File: config.mk
export PLATFORM = sky130hd
export DESIGN_NAME = layer_argmax
export DESIGN_NICKNAME = d
export VERILOG_FILES = /design/src/rtl/nn_pkg.sv /design/src/rtl/argmax_cmp.sv /design/src/rtl/layer_argmax.sv
export SDC_FILE = /design/constraint.sdc
export NUM_CORES = 1
export LEC_CHECK = 0
export BUFFER_PORTS_ARGS = -buffer_cell sky130_fd_sc_hd__buf_2
export CELL_PAD_IN_SITES_DETAIL_PLACEMENT = 1
export CELL_PAD_IN_SITES_GLOBAL_PLACEMENT = 2
export CORE_AREA = 2 2 79 81
export CTS_BUF_LIST = sky130_fd_sc_hd__clkbuf_4 sky130_fd_sc_hd__clkbuf_8
export DETAILED_ROUTE_END_ITERATION = 7
export DIE_AREA = 0 0 81 83
export GPL_TIMING_DRIVEN = 1
export PLACE_DENSITY = 0.85
export SLEW_MARGIN = 20
export SYNTH_ARGS = -nofsm -noshare
export SYNTH_HDL_FRONTEND = slang
export SYNTH_HIERARCHICAL = 1
export SYNTH_SLANG_ARGS = --single-unit
File: constraint.sdc
create_clock -name clk -period 2.9 [get_ports clk]
set_input_delay 0.29 -clock clk [delete_from_list [all_inputs] [get_ports clk]]
set_output_delay 0.29 -clock clk [all_outputs]
set_load 0.02 [all_outputs]
File: src/rtl/nn_pkg.sv
// Shared types and constants for the output-layer classification stages:
// argmax FSM state, default frame geometry and an index-width helper.
package nn_pkg;

  typedef enum logic {
    COLLECT = 1'b0,
    RESULT  = 1'b1
  } argmax_state_t;

  localparam int NN_DATA_WIDTH  = 16;
  localparam int NN_NUM_NEURONS = 10;

  // Bits needed to hold indices 0..n-1; never narrower than one bit.
  function automatic int idx_width(input int n);
    int w;
    w = 1;
    while ((1 << w) < n) w++;
    return w;
  endfunction

endpackage

File: src/rtl/argmax_cmp.sv
// Combinational signed strict-greater compare with index select for the
// running argmax. A tie keeps the current best, so the lower index wins.
module argmax_cmp #(
  parameter int DATA_WIDTH = 16,
  parameter int IDX_WIDTH  = 4
) (
  input  logic                  first,
  input  logic [DATA_WIDTH-1:0] cand_data,
  input  logic [IDX_WIDTH-1:0]  cand_idx,
  input  logic [DATA_WIDTH-1:0] best_data,
  input  logic [IDX_WIDTH-1:0]  best_idx,
  output logic [DATA_WIDTH-1:0] win_data,
  output logic [IDX_WIDTH-1:0]  win_idx
);

  always_comb begin
    win_data = best_data;
    win_idx  = best_idx;
    if (first || ($signed(cand_data) > $signed(best_data))) begin
      win_data = cand_data;
      win_idx  = cand_idx;
    end
  end

endmodule

File: src/rtl/layer_argmax.sv
// Streaming argmax over one frame of signed neuron outputs, result handed on
// with valid/ready. Define LAYER_ARGMAX_SCORE_EN to expose the winning value.
module layer_argmax
  import nn_pkg::*;
#(
  parameter int NUM_NEURONS = NN_NUM_NEURONS,
  parameter int DATA_WIDTH  = NN_DATA_WIDTH,
  parameter int IDX_WIDTH   = idx_width(NUM_NEURONS)
) (
  input  logic                  clk,
  input  logic                  rst,
  input  logic                  in_valid,
  output logic                  in_ready,
  input  logic [DATA_WIDTH-1:0] in_data,
  input  logic                  in_last,
  output logic                  out_valid,
  input  logic                  out_ready,
  output logic [IDX_WIDTH-1:0]  out_index,
`ifdef LAYER_ARGMAX_SCORE_EN
  output logic [DATA_WIDTH-1:0] out_max,
`endif
  output logic                  out_len_err,
  output argmax_state_t         dbg_state
);

  // Handshake rule: a beat moves when in_valid && in_ready, a result moves
  // when out_valid && out_ready; both ready/valid outputs come from flops.
  localparam int CNT_W = IDX_WIDTH + 1;
  localparam logic [CNT_W-1:0] LAST_CNT = CNT_W'(NUM_NEURONS - 1);

  argmax_state_t         state_q, state_d;
  logic [CNT_W-1:0]      beat_cnt_q, beat_cnt_d;
  logic [DATA_WIDTH-1:0] max_q, max_d;
  logic [IDX_WIDTH-1:0]  idx_q, idx_d;
  logic                  in_ready_q, in_ready_d;
  logic                  out_valid_q, out_valid_d;
  logic [IDX_WIDTH-1:0]  out_index_q, out_index_d;
  logic                  len_err_q, len_err_d;
  logic [DATA_WIDTH-1:0] out_max_q, out_max_d;

  logic                  accept;
  logic                  at_last_cnt;
  logic [DATA_WIDTH-1:0] win_data;
  logic [IDX_WIDTH-1:0]  win_idx;

  assign accept      = in_valid && in_ready_q;
  assign at_last_cnt = (beat_cnt_q == LAST_CNT);

  argmax_cmp #(
    .DATA_WIDTH (DATA_WIDTH),
    .IDX_WIDTH  (IDX_WIDTH)
  ) u_cmp (
    .first     (beat_cnt_q == '0),
    .cand_data (in_data),
    .cand_idx  (beat_cnt_q[IDX_WIDTH-1:0]),
    .best_data (max_q),
    .best_idx  (idx_q),
    .win_data  (win_data),
    .win_idx   (win_idx)
  );

  always_comb begin
    state_d     = state_q;
    beat_cnt_d  = beat_cnt_q;
    max_d       = max_q;
    idx_d       = idx_q;
    in_ready_d  = in_ready_q;
    out_valid_d = out_valid_q;
    out_index_d = out_index_q;
    len_err_d   = len_err_q;
    out_max_d   = out_max_q;
    case (state_q)
      COLLECT: begin
        if (accept) begin
          max_d      = win_data;
          idx_d      = win_idx;
          beat_cnt_d = beat_cnt_q + 1'b1;
          // Frame ends on in_last or on the full count, whichever is first.
          if (in_last || at_last_cnt) begin
            state_d     = RESULT;
            beat_cnt_d  = '0;
            in_ready_d  = 1'b0;
            out_valid_d = 1'b1;
            out_index_d = win_idx;
            out_max_d   = win_data;
            len_err_d   = (in_last != at_last_cnt);
          end
        end
      end
      RESULT: begin
        if (out_ready) begin
          state_d     = COLLECT;
          in_ready_d  = 1'b1;
          out_valid_d = 1'b0;
        end
      end
      default: state_d = COLLECT;
    endcase
  end

  always_ff @(posedge clk or negedge rst) begin
    if (!rst) begin
      state_q     <= COLLECT;
      beat_cnt_q  <= '0;
      max_q       <= '0;
      idx_q       <= '0;
      in_ready_q  <= 1'b1;
      out_valid_q <= 1'b0;
      out_index_q <= '0;
      len_err_q   <= 1'b0;
      out_max_q   <= '0;
    end else begin
      state_q     <= state_d;
      beat_cnt_q  <= beat_cnt_d;
      max_q       <= max_d;
      idx_q       <= idx_d;
      in_ready_q  <= in_ready_d;
      out_valid_q <= out_valid_d;
      out_index_q <= out_index_d;
      len_err_q   <= len_err_d;
      out_max_q   <= out_max_d;
    end
  end

  assign in_ready    = in_ready_q;
  assign out_valid   = out_valid_q;
  assign out_index   = out_index_q;
  assign out_len_err = len_err_q;
  assign dbg_state   = state_q;
`ifdef LAYER_ARGMAX_SCORE_EN
  assign out_max     = out_max_q;
`else
  logic unused_max;
  assign unused_max = ^out_max_q;
`endif

endmodule

==> impl_metrics.yaml <==
global_route:
  grt_pass1_vias: 1742
  overflow: 0
  grt_pass1_wl_mm: 8.38
  antenna_found_initial: 0
  grt_max_degree: 34
  grtUsageTotal_pct: 16.0
power:
  sw_frac_of_total_pct: 39.9
  power_frac_seq_pct: 33.0
  vdd_ir_drop_max_mv: 0.358
  p_sw_mw: 1.01
  pwr-share-comb_pct: 53.0
  p_per_area_mw_per_mm2: 1000
  clkPwrFrac_pct: 14.0
  p_int_mw: 1.52
  leakagePower_nw: 1.34
layout:
  final_cell_mix: "nand2_1 (67), dfrtp_1 (32), buf_2 (28)"
  final_cell_area_mm2: 0.00253
  layout-drive-gt1-share_pct: 29.7
  post-route-util_pct: 43.5
  diodes: 0
  layout-area-overhead-vs-synth_pct: 16.0
  nets: 297
  layout_commonest_cell: "nand2_1"
detailed_routing:
  drtPass1Iterations: 4
  avgRoutedWirePerCell_um: 14.9
  drt-initial-drc-count: 50
  dr_wl_met3_um: 165
  top_layer_used: "met4"
  routed-wl-met2_mm: 2.41
  via_count: 1662
  drc: 0
  m1WireLength_mm: 2.26
  viasPerCell: 5.02
  drt-total-wl_mm: 4.94
  ant_nets: 0
synthesis:
  ys_ff_latch: 33
  yosysWarnings: 6
  ys_seq_area_share_pct: 37.9
  netlist_top_cells_area: "dfrtp_1 (37%), mux2_4 (14%), ha_1 (12%)"
  syn-num-nets: 265
  synthFlopType: "dfrtp_1"
  synth_edf_count: 0
  synth.largest_area_cell: "dfrtp_1"
  postSynthCellCount: 223
  netlist_area_mm2: 0.00218
  avgSynthCellArea_um2: 9.78
  synthArstFlopShare_pct: 100
  synthDistinctLibCells: 34
  yosysTopAreaCellShare_pct: 36.7
worst_setup_path:
  path_class: "reg2reg"
  critPathMaxFanout: 6
  r2r-end: "out_index[1]"
  critPathRequiredTime_ns: 3.07
  start_kind: "flip-flop"
  cp.arrival_ns: 2.99
  reg2reg_depth: 10
  cp-end-kind: "flip-flop"
  r2r-start: "max_q[15]"
  r2r_slack_ns: 0.09
placed_design:
  place_congestion: 0.768
  port_buffers: 28
  place_ws_ns: 0.126
  place_area_mm2: 0.00241
  place_hpwl_mm: 3.48
sta:
  final_max_slew_viol_count: 0
  fin_ws_ns: 0.0868
  min_period_over_period_pct: 97.0
  worst-slew-pin-transition_ns: 0.804
  finalClockSkew_ns: 0.00739
  fin_tns_setup_ns: 0
  slew_headroom_pct: 46.4
  hold_viol: 0
  max_freq_ghz: 0.355
  min_period_ns: 2.81
  setup_viol: 0
  whs_ns: 0.0917
clock_network:
  cts.sinks: 33
  cts_inserted_buffers: 5
  clk_path_buf_depth: 2
  htreeDepth: 2
  clk_pin_slew_ns: 0.07
  insertion_delay_ns: 0.29
  root_buffer: "clkbuf_8"
  cts_tree: "built"
job:
  cap_violations: 0
die:
  fp-row-count: 28
  initial_utilization_pct: 37.5
  die_area_mm2: 0.00672
  coreArea_mm2: 0.00582
  die_w_um: 81
  ios: 29
  die_h_um: 83
min_path:
  hold_class: "in2async"
run_status:
  status: "finished, final reports clean"
-- state kept, by name, summed over array words and instances, names as in the netlist --
| register | flops |
|---|---|
| dbg_state | 1 |
| in_ready | 1 |
| out_valid | 1 |
| beat_cnt_q | 5 |
| idx_q | 4 |
| out_index | 4 |
| max_q | 16 |
| out_len_err | 1 |
-- Yosys cell counts, drive strengths merged (3+ instances only) --
master / number
a21oi: 7
buf: 7
dfrtp: 32
ha: 21
inv: 22
mux2: 25
nand2: 68
nand3: 6
nand4: 3
nor2: 5
o21ai: 7
-- worst max path at each step --
stage               slack (ns)         from            to
finish                    0.09    max_q[15]  out_index[1]
global route             -0.03    max_q[15]      max_q[3]
CTS                       0.12    max_q[15]  out_index[1]
detailed placement        0.13   in_data[9]  out_index[1]
global placement          0.17  in_data[15]  out_index[3]
floorplan                 0.31    max_q[15]  out_index[0]
-- power groups by stage --
stage	Clock [mW]	Combinational (mW)	Sequential, mW
finish	0.354	1.34	0.834
floorplan	0	0.952	0.862
CTS	0.374	1.33	0.838
global route	0.389	1.49	0.871
detailed placement	0	1.32	0.845
global placement	0	1.28	0.835
-- cell families after synthesis --
group,Yosys count,share of synthesized area [%]
and+or+nand+nor,90,19.3
DFF,33,37.9
buffers and inverters,29,6.31
muxes,26,16.8
AOI/OAI and AO/OA,24,7.63
adders and majority gates,21,12.0
-- through the flow --
step	power (mW)	cells
final	2.53	331
after detailed placement	2.16	323
after global placement	2.11	323
after global routing	2.75	331
after floorplan	1.81	223
after CTS	2.54	331
-- layer usage --
metal / GRT usage (%) / up-vias
met5: 0 / -
met4: 4.62 / 0
met3: 3.59 / 9
met2: 26.5 / 24
met1: 20.7 / 822
li1: - / 807
-- timing repair --
item	in CTS	in global routing
endpoints found under the hold margin	0	0
hold buffers	0	0
gates resized for setup	0	3
setup buffers	0	0
setup endpoints to repair	0	12
-- final cells by class --
cell class	count	area, µm²
clock buffer	6	76.3
inverter	22	82.6
sequential	33	827
clock inverter	2	10.0
tap	75	93.8
timing repair buffer	32	183
fill	697	3290
multi-input combinational	161	1260
-- critical path, stage by stage, from the launching register on --
cell and delay, ns:
dfrtp_1 0.38, inv_1 0.05, ha_1 0.33, nand4_4 0.15, nor2_1 0.06, a311o_1 0.40
a221oi_4 0.26, mux2i_4 0.34, buf_12 0.16, mux2_4 0.30, mux2_2 0.27
Power figures use the tool's default switching activity.
